===== src/rtl/alu_seq_pkg.sv =====
`default_nettype none
// ============================================================================
//  Module      : alu_seq_pkg
//  Description : Shared types and constants for the ALU operand sequencer.
//                Covers the state/stage encoding and the default widths.
//  Revision    : 1.0 - initial release
// ============================================================================
package alu_seq_pkg;

    localparam int DEFAULT_DATA_W      = 7;
    localparam int DEFAULT_OP_W        = 2;
    localparam int DEFAULT_FLAG_W      = 5;
    localparam int DEFAULT_EXEC_CYCLES = 2;

    // Stage codes shown on the board LEDs; the FSM state uses the same encoding.
    localparam logic [2:0] STAGE_LOAD_A  = 3'd0;
    localparam logic [2:0] STAGE_LOAD_B  = 3'd1;
    localparam logic [2:0] STAGE_LOAD_OP = 3'd2;
    localparam logic [2:0] STAGE_EXEC    = 3'd3;
    localparam logic [2:0] STAGE_SHOW    = 3'd4;

    typedef enum logic [2:0] {
        LOAD_A  = STAGE_LOAD_A,
        LOAD_B  = STAGE_LOAD_B,
        LOAD_OP = STAGE_LOAD_OP,
        EXEC    = STAGE_EXEC,
        SHOW    = STAGE_SHOW
    } seq_state_t;

endpackage
`default_nettype wire


===== src/rtl/alu_op_sequencer_edge_pulse.sv =====
`default_nettype none
// ============================================================================
//  Module      : edge_pulse
//  Description : One-cycle pulse on the rising edge of a debounced level.
//                History register clears to 0 in reset.
//  Revision    : 1.0 - initial release
// ============================================================================
module edge_pulse (
    input  logic clk,
    input  logic reset,
    input  logic level,
    output logic pulse
);

    logic r_prev;

    // Remember last cycle's level so a held button fires only once.
    always_ff @(posedge clk) begin
        if (reset) begin
            r_prev <= 1'b0;
        end else begin
            r_prev <= level;
        end
    end

    assign pulse = level & ~r_prev;

endmodule
`default_nettype wire


===== src/rtl/alu_op_sequencer.sv =====
`default_nettype none
// ============================================================================
//  Module      : alu_op_sequencer
//  Description : Three-press operand/opcode entry front end for the board ALU.
//                Holds ALU inputs, waits a settle interval, latches the result
//                and flags, drives the display and stage LEDs, and supports
//                chaining the previous result into operand A.
//  Revision    : 1.0 - initial release
// ============================================================================
module alu_op_sequencer
    import alu_seq_pkg::*;
#(
    parameter int DATA_W      = DEFAULT_DATA_W,
    parameter int OP_W        = DEFAULT_OP_W,
    parameter int FLAG_W      = DEFAULT_FLAG_W,
    parameter int EXEC_CYCLES = DEFAULT_EXEC_CYCLES
) (
    input  logic              clk,
    input  logic              reset,
    input  logic [15:0]       sw,
    input  logic              btn_enter,
    input  logic              btn_clear,
    input  logic              chain_en,
    output logic [DATA_W-1:0] alu_a,
    output logic [DATA_W-1:0] alu_b,
    output logic [OP_W-1:0]   alu_op,
    input  logic [DATA_W:0]   alu_result,
    input  logic [FLAG_W-1:0] alu_flags,
    output logic [DATA_W:0]   result_q,
    output logic [FLAG_W-1:0] flags_q,
    output logic              result_valid,
    output logic              busy,
    output logic [2:0]        stage,
    output logic [DATA_W:0]   disp_value,
    output logic              disp_blank
);

    // Counter only has to hold EXEC_CYCLES-1; keep at least one bit.
    localparam int            CNT_W    = (EXEC_CYCLES > 1) ? $clog2(EXEC_CYCLES) : 1;
    localparam logic [CNT_W-1:0] CNT_LOAD = CNT_W'(EXEC_CYCLES - 1);

    seq_state_t        r_state, w_state_nxt;
    logic [DATA_W-1:0] r_alu_a, w_alu_a_nxt;
    logic [DATA_W-1:0] r_alu_b, w_alu_b_nxt;
    logic [OP_W-1:0]   r_alu_op, w_alu_op_nxt;
    logic [DATA_W:0]   r_result, w_result_nxt;
    logic [FLAG_W-1:0] r_flags, w_flags_nxt;
    logic              r_valid, w_valid_nxt;
    logic [CNT_W-1:0]  r_cnt, w_cnt_nxt;

    logic w_enter_press;
    logic w_clear_press;

    // Upper switches beyond the operand field are not used by this block.
    logic w_unused_sw;
    assign w_unused_sw = ^sw[15:DATA_W];

    edge_pulse u_enter_edge (
        .clk   (clk),
        .reset (reset),
        .level (btn_enter),
        .pulse (w_enter_press)
    );

    edge_pulse u_clear_edge (
        .clk   (clk),
        .reset (reset),
        .level (btn_clear),
        .pulse (w_clear_press)
    );

    // State and datapath registers.
    always_ff @(posedge clk) begin
        if (reset) begin
            r_state  <= LOAD_A;
            r_alu_a  <= '0;
            r_alu_b  <= '0;
            r_alu_op <= '0;
            r_result <= '0;
            r_flags  <= '0;
            r_valid  <= 1'b0;
            r_cnt    <= '0;
        end else begin
            r_state  <= w_state_nxt;
            r_alu_a  <= w_alu_a_nxt;
            r_alu_b  <= w_alu_b_nxt;
            r_alu_op <= w_alu_op_nxt;
            r_result <= w_result_nxt;
            r_flags  <= w_flags_nxt;
            r_valid  <= w_valid_nxt;
            r_cnt    <= w_cnt_nxt;
        end
    end

    // Next-state and datapath updates; clear overrides everything, including EXEC.
    always_comb begin
        w_state_nxt  = r_state;
        w_alu_a_nxt  = r_alu_a;
        w_alu_b_nxt  = r_alu_b;
        w_alu_op_nxt = r_alu_op;
        w_result_nxt = r_result;
        w_flags_nxt  = r_flags;
        w_valid_nxt  = r_valid;
        w_cnt_nxt    = r_cnt;

        if (w_clear_press) begin
            w_state_nxt  = LOAD_A;
            w_alu_a_nxt  = '0;
            w_alu_b_nxt  = '0;
            w_alu_op_nxt = '0;
            w_result_nxt = '0;
            w_flags_nxt  = '0;
            w_valid_nxt  = 1'b0;
            w_cnt_nxt    = '0;
        end else begin
            case (r_state)
                LOAD_A: begin
                    if (w_enter_press) begin
                        w_alu_a_nxt = sw[DATA_W-1:0];
                        w_state_nxt = LOAD_B;
                    end
                end
                LOAD_B: begin
                    if (w_enter_press) begin
                        w_alu_b_nxt = sw[DATA_W-1:0];
                        w_state_nxt = LOAD_OP;
                    end
                end
                LOAD_OP: begin
                    if (w_enter_press) begin
                        w_alu_op_nxt = sw[OP_W-1:0];
                        w_cnt_nxt    = CNT_LOAD;
                        w_state_nxt  = EXEC;
                    end
                end
                EXEC: begin
                    // Enter presses are dropped here while the ALU settles.
                    if (r_cnt == '0) begin
                        w_result_nxt = alu_result;
                        w_flags_nxt  = alu_flags;
                        w_valid_nxt  = 1'b1;
                        w_state_nxt  = SHOW;
                    end else begin
                        w_cnt_nxt = r_cnt - CNT_W'(1);
                    end
                end
                SHOW: begin
                    if (w_enter_press) begin
                        if (chain_en) begin
                            // Result MSB (carry) does not fit an operand.
                            w_alu_a_nxt = r_result[DATA_W-1:0];
                            w_state_nxt = LOAD_B;
                        end else begin
                            w_valid_nxt = 1'b0;
                            w_state_nxt = LOAD_A;
                        end
                    end
                end
                default: begin
                    w_state_nxt = LOAD_A;
                end
            endcase
        end
    end

    // Display source: live switch preview while loading, result in SHOW.
    always_comb begin
        disp_value = '0;
        case (r_state)
            LOAD_A, LOAD_B, LOAD_OP: disp_value = {1'b0, sw[DATA_W-1:0]};
            SHOW:                    disp_value = r_result;
            default:                 disp_value = '0;
        endcase
    end

    assign alu_a        = r_alu_a;
    assign alu_b        = r_alu_b;
    assign alu_op       = r_alu_op;
    assign result_q     = r_result;
    assign flags_q      = r_flags;
    assign result_valid = r_valid;
    assign busy         = (r_state == EXEC);
    assign disp_blank   = (r_state == EXEC);
    assign stage        = r_state;

endmodule
`default_nettype wire


===== config.mk =====
export PLATFORM = sky130hd
export DESIGN_NAME = alu_op_sequencer
export DESIGN_NICKNAME = d
export VERILOG_FILES = /design/src/rtl/alu_seq_pkg.sv /design/src/rtl/alu_op_sequencer_edge_pulse.sv /design/src/rtl/alu_op_sequencer.sv
export SDC_FILE = /design/constraint.sdc
export NUM_CORES = 1
export LEC_CHECK = 0
export ABC_CLOCK_PERIOD_IN_PS = 1350
export BUFFER_PORTS_ARGS = -buffer_cell sky130_fd_sc_hd__buf_2
export CAP_MARGIN = 30
export CORE_MARGIN = 2
export CORE_UTILIZATION = 41
export DETAILED_ROUTE_END_ITERATION = 7
export PLACE_DENSITY = 0.73
export SLEW_MARGIN = 20
export SYNTH_ARGS = -nofsm -noshare
export SYNTH_HDL_FRONTEND = slang
export SYNTH_HIERARCHICAL = 1
export SYNTH_SLANG_ARGS = --single-unit

===== constraint.sdc =====
create_clock -name clk -period 1.35 [get_ports clk]
set_clock_uncertainty 0.15 [all_clocks]
set_input_delay 0.0675 -clock clk [delete_from_list [all_inputs] [get_ports clk]]
set_output_delay 0.0675 -clock clk [all_outputs]
set_load 0.02 [all_outputs]

=== Word level (Yosys, flattened, before mapping) ===
Index checks and enable logic that the tools add are counted.
W data, S select, Z words.

* Output and inout port bits: 43
* Register bits: 36
* Input port bits: 34

* Add/sub/neg operators: 1
* Reduce and logical (&&, ||, !) cells: 13
* Bitwise gates (word level): 5
* Eq/ne operators: 11
* Multiplexer cells: 19

{| class="wikitable"
|+ Operator list
! cell !! count
|-
| $mux W7 || 3
|-
| $pmux W8 S2 || 1
|-
| $mux W3 || 5
|-
| $pmux W3 S5 || 1
|-
| $pmux W7 S2 || 1
|-
| $ne A2 B1 Y1 const B || 4
|-
| $reduce_and A2 Y1 || 4
|-
| $reduce_and A4 Y1 || 2
|-
| $eq A3 B2 Y1 const B || 2
|-
| $mux W1 || 6
|-
| $ne A2 B2 Y1 const B || 3
|-
| $reduce_bool A2 Y1 || 3
|-
| $reduce_and A5 Y1 || 1
|-
| $pmux W1 S2 || 2
|-
| $eq A3 B1 Y1 const B || 1
|-
| $eq A3 B3 Y1 const B || 1
|-
| $logic_not A3 Y1 || 1
|-
| $not A1 Y1 || 3
|-
| $reduce_or A3 Y1 || 1
|-
| $and A1 B1 Y1 || 2
|-
| $reduce_or A2 Y1 || 1
|-
| $sub A1 B1 Y1 const B || 1
|}

=== Logic depth before layout (Yosys ltp) ===
* Word-level depth: 4
* Gate-level depth with buffers: 6

=== Cells and area by module ===
The synthesis kept the hierarchy.

{| class="wikitable"
|+ Modules (own cells, without submodules)
! module !! area each (um2) !! instances !! cells each
|-
| alu_op_sequencer || 1521.5 || 1 || 173
|-
| edge_pulse || 47.5 || 2 || 3
|}

=== Least setup slack after synthesis ===
OpenSTA, ideal clock, no wires.

* Path kind: reg2out
* Start: register r_state[0] (netlist: stage[0])
* End: output port disp_blank
* Cell stages (with the launch flop): 5
* Path slack: -0.214 ns
* Data arrival time: 1.347 ns
* Buffers on the path: 2
* Path through: dfxtp_1 buf_2 nand2_1 nor2_1 buf_4

* Cells in the longest elaborated chain, start to end: 1

{| class="wikitable"
|+ Ends and longest elaborated chain
! item !! RTL line !! source
|-
| start, declared || alu_op_sequencer.sv:42 || <nowiki>seq_state_t r_state, w_state_nxt;</nowiki>
|-
| start signal, assigned || alu_op_sequencer.sv:84 || <nowiki>r_state <= w_state_nxt;</nowiki>
|-
| $eq A3 B2 Y1 || - ||
|-
| end, declared || alu_op_sequencer.sv:35 || <nowiki>output logic disp_blank</nowiki>
|}

No other way between the ends.

=== Final worst setup path ===
* Start: register r_state[0] (netlist: stage[0])
* End: output port disp_value[4]

* Cells in the longest elaborated chain, start to end: 3

{| class="wikitable"
|+ Ends and longest elaborated chain
! item !! RTL line !! source
|-
| $eq A3 B1 Y1 (tied with other cells) || alu_op_sequencer.sv:169 || <nowiki>case (r_state)</nowiki>
|-
| $reduce_or A3 Y1 || alu_op_sequencer.sv:169 ||
|-
| $pmux W8 S2 (*) || alu_op_sequencer.sv:169 ||
|-
| end, declared || alu_op_sequencer.sv:34 || <nowiki>output logic [DATA_W:0] disp_value,</nowiki>
|}

Every way passes the cells marked *; elsewhere a longest branch is shown, timed or not.

==> reports/summary.md <==
In this design, the stage delay of the slowest critical-path cell is 380 ps. Clock root buffer: sky130_fd_sc_hd__clkbuf_8. For this run the aggregate overflow at the end of global routing stands at 0.

For the count of synthesis-stage warnings from yosys, the log shows 6. The netlist uses 32 different library cells. The final critical-path required period was 1573 ps. The biggest area contributor in the post-synthesis netlist is sky130_fd_sc_hd__dfxtp_1.

The initialized floorplan defines 22 standard-cell rows. Average detailed-routed wire length per instance: 14.36 um. The deepest clock path buffer count is 2, and the post-synthesis to final-layout area growth is 70.28%. The critical path goes through nor3b_4, buf_12, a22o_1, buf_6. The clock-pin slew reported for the worst setup and hold paths after clock tree synthesis came out at 70 ps.

0 antenna diodes ended up in the layout. On the critical path, the stage with the largest delay is an instance of sky130_fd_sc_hd__dfxtp_4. The checks that failed: negative setup slack. The fraction of final layout cells with drive strength greater than 1 works out to 45.24%.

Setup repair after global routing could not meet its margin everywhere. Leaving out fill and tap cells, the most frequent cells in the layout are 57 x sky130_fd_sc_hd__buf_2, 31 x sky130_fd_sc_hd__dfxtp_1, 26 x sky130_fd_sc_hd__nand2_1. STA classifies the critical path startpoint as a register. The net switching power is 602.2 uW. Dividing the synthesized area by the synthesized cell count gives 9.031 um2.

The logs give 44.58% for the share of synthesized area occupied by flip-flops and latches and 48.3% for the sequential group share of total power. The pre-antenna-repair detailed-routing pass consisted of 4 iterations. TritonCTS created 5 clock buffers. CTS built an H-tree with a depth of 2.

Depth of the worst register-to-register path: 5. The run gives 0 as the number of endpoints with negative hold slack in the final report. At the end of the flow, the number of nets in the layout was 327. The achievable frequency is 635.9 MHz. The wire-length estimate of the detail-placed layout is 3.123 mm.

Counting every net in the synthesized netlist gives 213. Setup violations remaining at the end of the flow were counted as 40. The tools report the max-slew violation total from the final report as 0. The logs give 270 for the filler cell count and 7.458 mm for the first-pass GRT wire length. The library cell used most frequently in the layout, excluding fill and tap cells, is sky130_fd_sc_hd__buf_2. The TritonCTS sink count is 36, and the post-placement cell count is 304. The run gives 22.86% as the total routing resource utilization after global routing. The tool flagged a number of max-cap violations equal to 0. Yosys attributes the largest share of cell area to sky130_fd_sc_hd__dfxtp_1 45%, sky130_fd_sc_hd__nand2_1 6.3%, sky130_fd_sc_hd__mux2i_1 5.6%. The clock network burns 31.7% of the power. 77 I/O pins were placed.

The number of global-route vias before repair is 1596. The critical path in this run is classified as register to output port. The placer congestion estimate was 0.8103; the headroom to the max-slew limit was 73.17%.

Measured along the y axis, the die boundary spans 66.79 um. Clock latency on the worst-skew pair, taken at its later pin, is 280 ps. Element type at the critical path end: an output port.

In the final layout, the multi-input gates occupy 888.4 um2. Entering global routing, the biggest net connects 15 pins. In this run the horizontal extent of the chip is 66.79 um. In this run the worst hold path is classified as input port to register.

In this run the standard cell core region covers 3716 um2. For this run, design rule violations remaining after detail routing come to 0. Along the worst path, the maximum fanout reaches 9.

Worst supply voltage drop on vdd: 858.2 uV. The power density over the cells was 836.3 nW/um2; the utilization after layout was 74.07%. The via density per instance is 4.988, and the area of the die is 4461 um2. Summing every instance area after synthesis gives 1617 um2. The final critical path takes up 116.5% of the cycle.

Once detail routing completed, the nets flagged for antenna violations numbered 0. Net switching is 26.16% of the power. In this run, the number of DRC markers left after iteration 0 of detailed routing was 73.

Across all hold checks on the routed design, the worst slack comes to 38.61 ps. Counting instances, the worst hold path has a depth of 4. Summing over every cut layer, the via total after detailed routing is 1706. Initial antenna violation count: 0. Summing all flip-flop and latch instances after layout gives 734.5 um2.

The final setup slack of the worst path was -222.5 ps; the post-synthesis instance total was 179. For this block, the routed nets add up to 4.910 mm of wire. Port buffering added 67 buffers. The flow ran to the end, but the final reports show violations. The tools report the initial standard-cell utilization of the core as 43.50%. TritonCTS built the clock tree. Combinational logic burns 19.9% of the power. In this run the static leakage power is 0.001265 uW. The finished layout holds 342 standard cells, fillers aside. The required time of the worst setup path is 1130 ps. For the worst setup path, the data arrival time is 1360 ps. The transition at the pin with the smallest max-transition slack came out at 400.9 ps. In this run, synthesis produced a sequential element count of 36. The fraction of synthesized cell area taken by the top area cell type was 44.58%. Cell internal power was estimated by the tool at 1700 uW.
worst max-delay path, delay by kind of cell, from the launching register on:
family                 cells  cell delay [ps]
AOI/OAI and AO/OA          1              170
buffers and inverters      2              280
and+or+nand+nor            1              240
DFF                        1              380
sequential cells by signal, indices dropped and copies added, names as in the netlist:
name / count
result_q: 8
alu_a: 7
alu_b: 7
flags_q: 5
stage: 3
alu_op: 2
r_cnt: 1
result_valid: 1
u_clear_edge/r_prev: 1
u_enter_edge/r_prev: 1
power groups by stage:
| stage | Combinational (uW) | Clock, uW | Sequential (uW) |
|---|---|---|---|
| 4_1_cts | 431 | 747 | 1110 |
| 2_1_floorplan | 172 | 0 | 1160 |
| 3_5_place_dp | 340 | 0 | 1140 |
| 3_3_place_gp | 334 | 0 | 1140 |
| 6_report | 459 | 730 | 1110 |
| 5_1_grt | 489 | 797 | 1120 |
kinds of logic after synthesis:
| logic type | Yosys count | share of synthesized area [%] |
|---|---|---|
| simple gates | 67 | 22.52 |
| compound gates | 45 | 20.12 |
| buf+inv | 22 | 7.198 |
| flops | 36 | 44.58 |
| mux | 9 | 5.573 |
cell usage after synthesis, drive strengths merged:
cell type and instances:
nor2b 6, a311oi 7, nand4bb 1, and3b 1
o211a 1, nor3b 2, a31oi 2, inv 8
nor3 1, o32ai 1, buf 11, or2 1
and4bb 3, o2bb2ai 1, nand2 27, nand2b 1
clkbuf 3, a22oi 1, or3 1, dfxtp 36
a22o 6, a21boi 1, mux2i 9, o22a 6
a21oi 16, and2 1, o21ai 1, nor2 22
o21a 2
timing repair:
action | in CTS | in global routing
hold endpoints to repair | 24 | 0
pin swaps | 6 | 4
setup endpoints to repair | 28 | 43
cloned | 1 | 0
resized for setup | 32 | 17
hold buffers | 24 | 0
setup buffers | 3 | 2
final timing paths:
check	from	end	slack, ps
worst max register to register	stage[0]$_SDFFE_PP0P_	alu_b[4]$_SDFFE_PP0P_	-140
worst min register to register	flags_q[0]$_SDFFE_PP0P_	flags_q[0]$_SDFFE_PP0P_	300
worst min-delay path	reset	r_cnt$_SDFFE_PP0P_	40
worst max-delay path	stage[0]$_SDFFE_PP0P_	disp_value[4]	-220
area by class of cell:
class / instances / share of cell area [%]
Inverter: 8 / 1.091
Sequential cell: 36 / 26.68
Multi-Input combinational cell: 121 / 32.27
Timing Repair Buffer: 121 / 34.82
Clock buffer: 7 / 2.773
Tap cell: 48 / 2.182
Clock inverter: 1 / 0.1818
per-stage QoR:
stage                     setup TNS (ps)  power [uW]  instance area (um2)  worst slack [ps]
after floorplan                   -160.4        1337                 1672            -22.58
after global placement            -530.4        1471                 2190            -45.82
after detailed placement          -767.5        1477                 2190            -73.56
after CTS                          -3953        2289                 2668            -217.0
after global routing               -6281        2401                 2753            -281.0
final                              -3720        2302                 2753            -222.5
metal layers:
| layer | wire length, um | global-route usage [%] | vias up |
|---|---|---|---|
| met1 | 2091 | 26.54 | 807 |
| li1 | - | - | 849 |
| met5 | 0 | 0 | - |
| met2 | 2542 | 40.25 | 45 |
| met4 | 66 | 8.163 | 0 |
| met3 | 210 | 5.912 | 5 |
(Power assumes the default switching activity.)
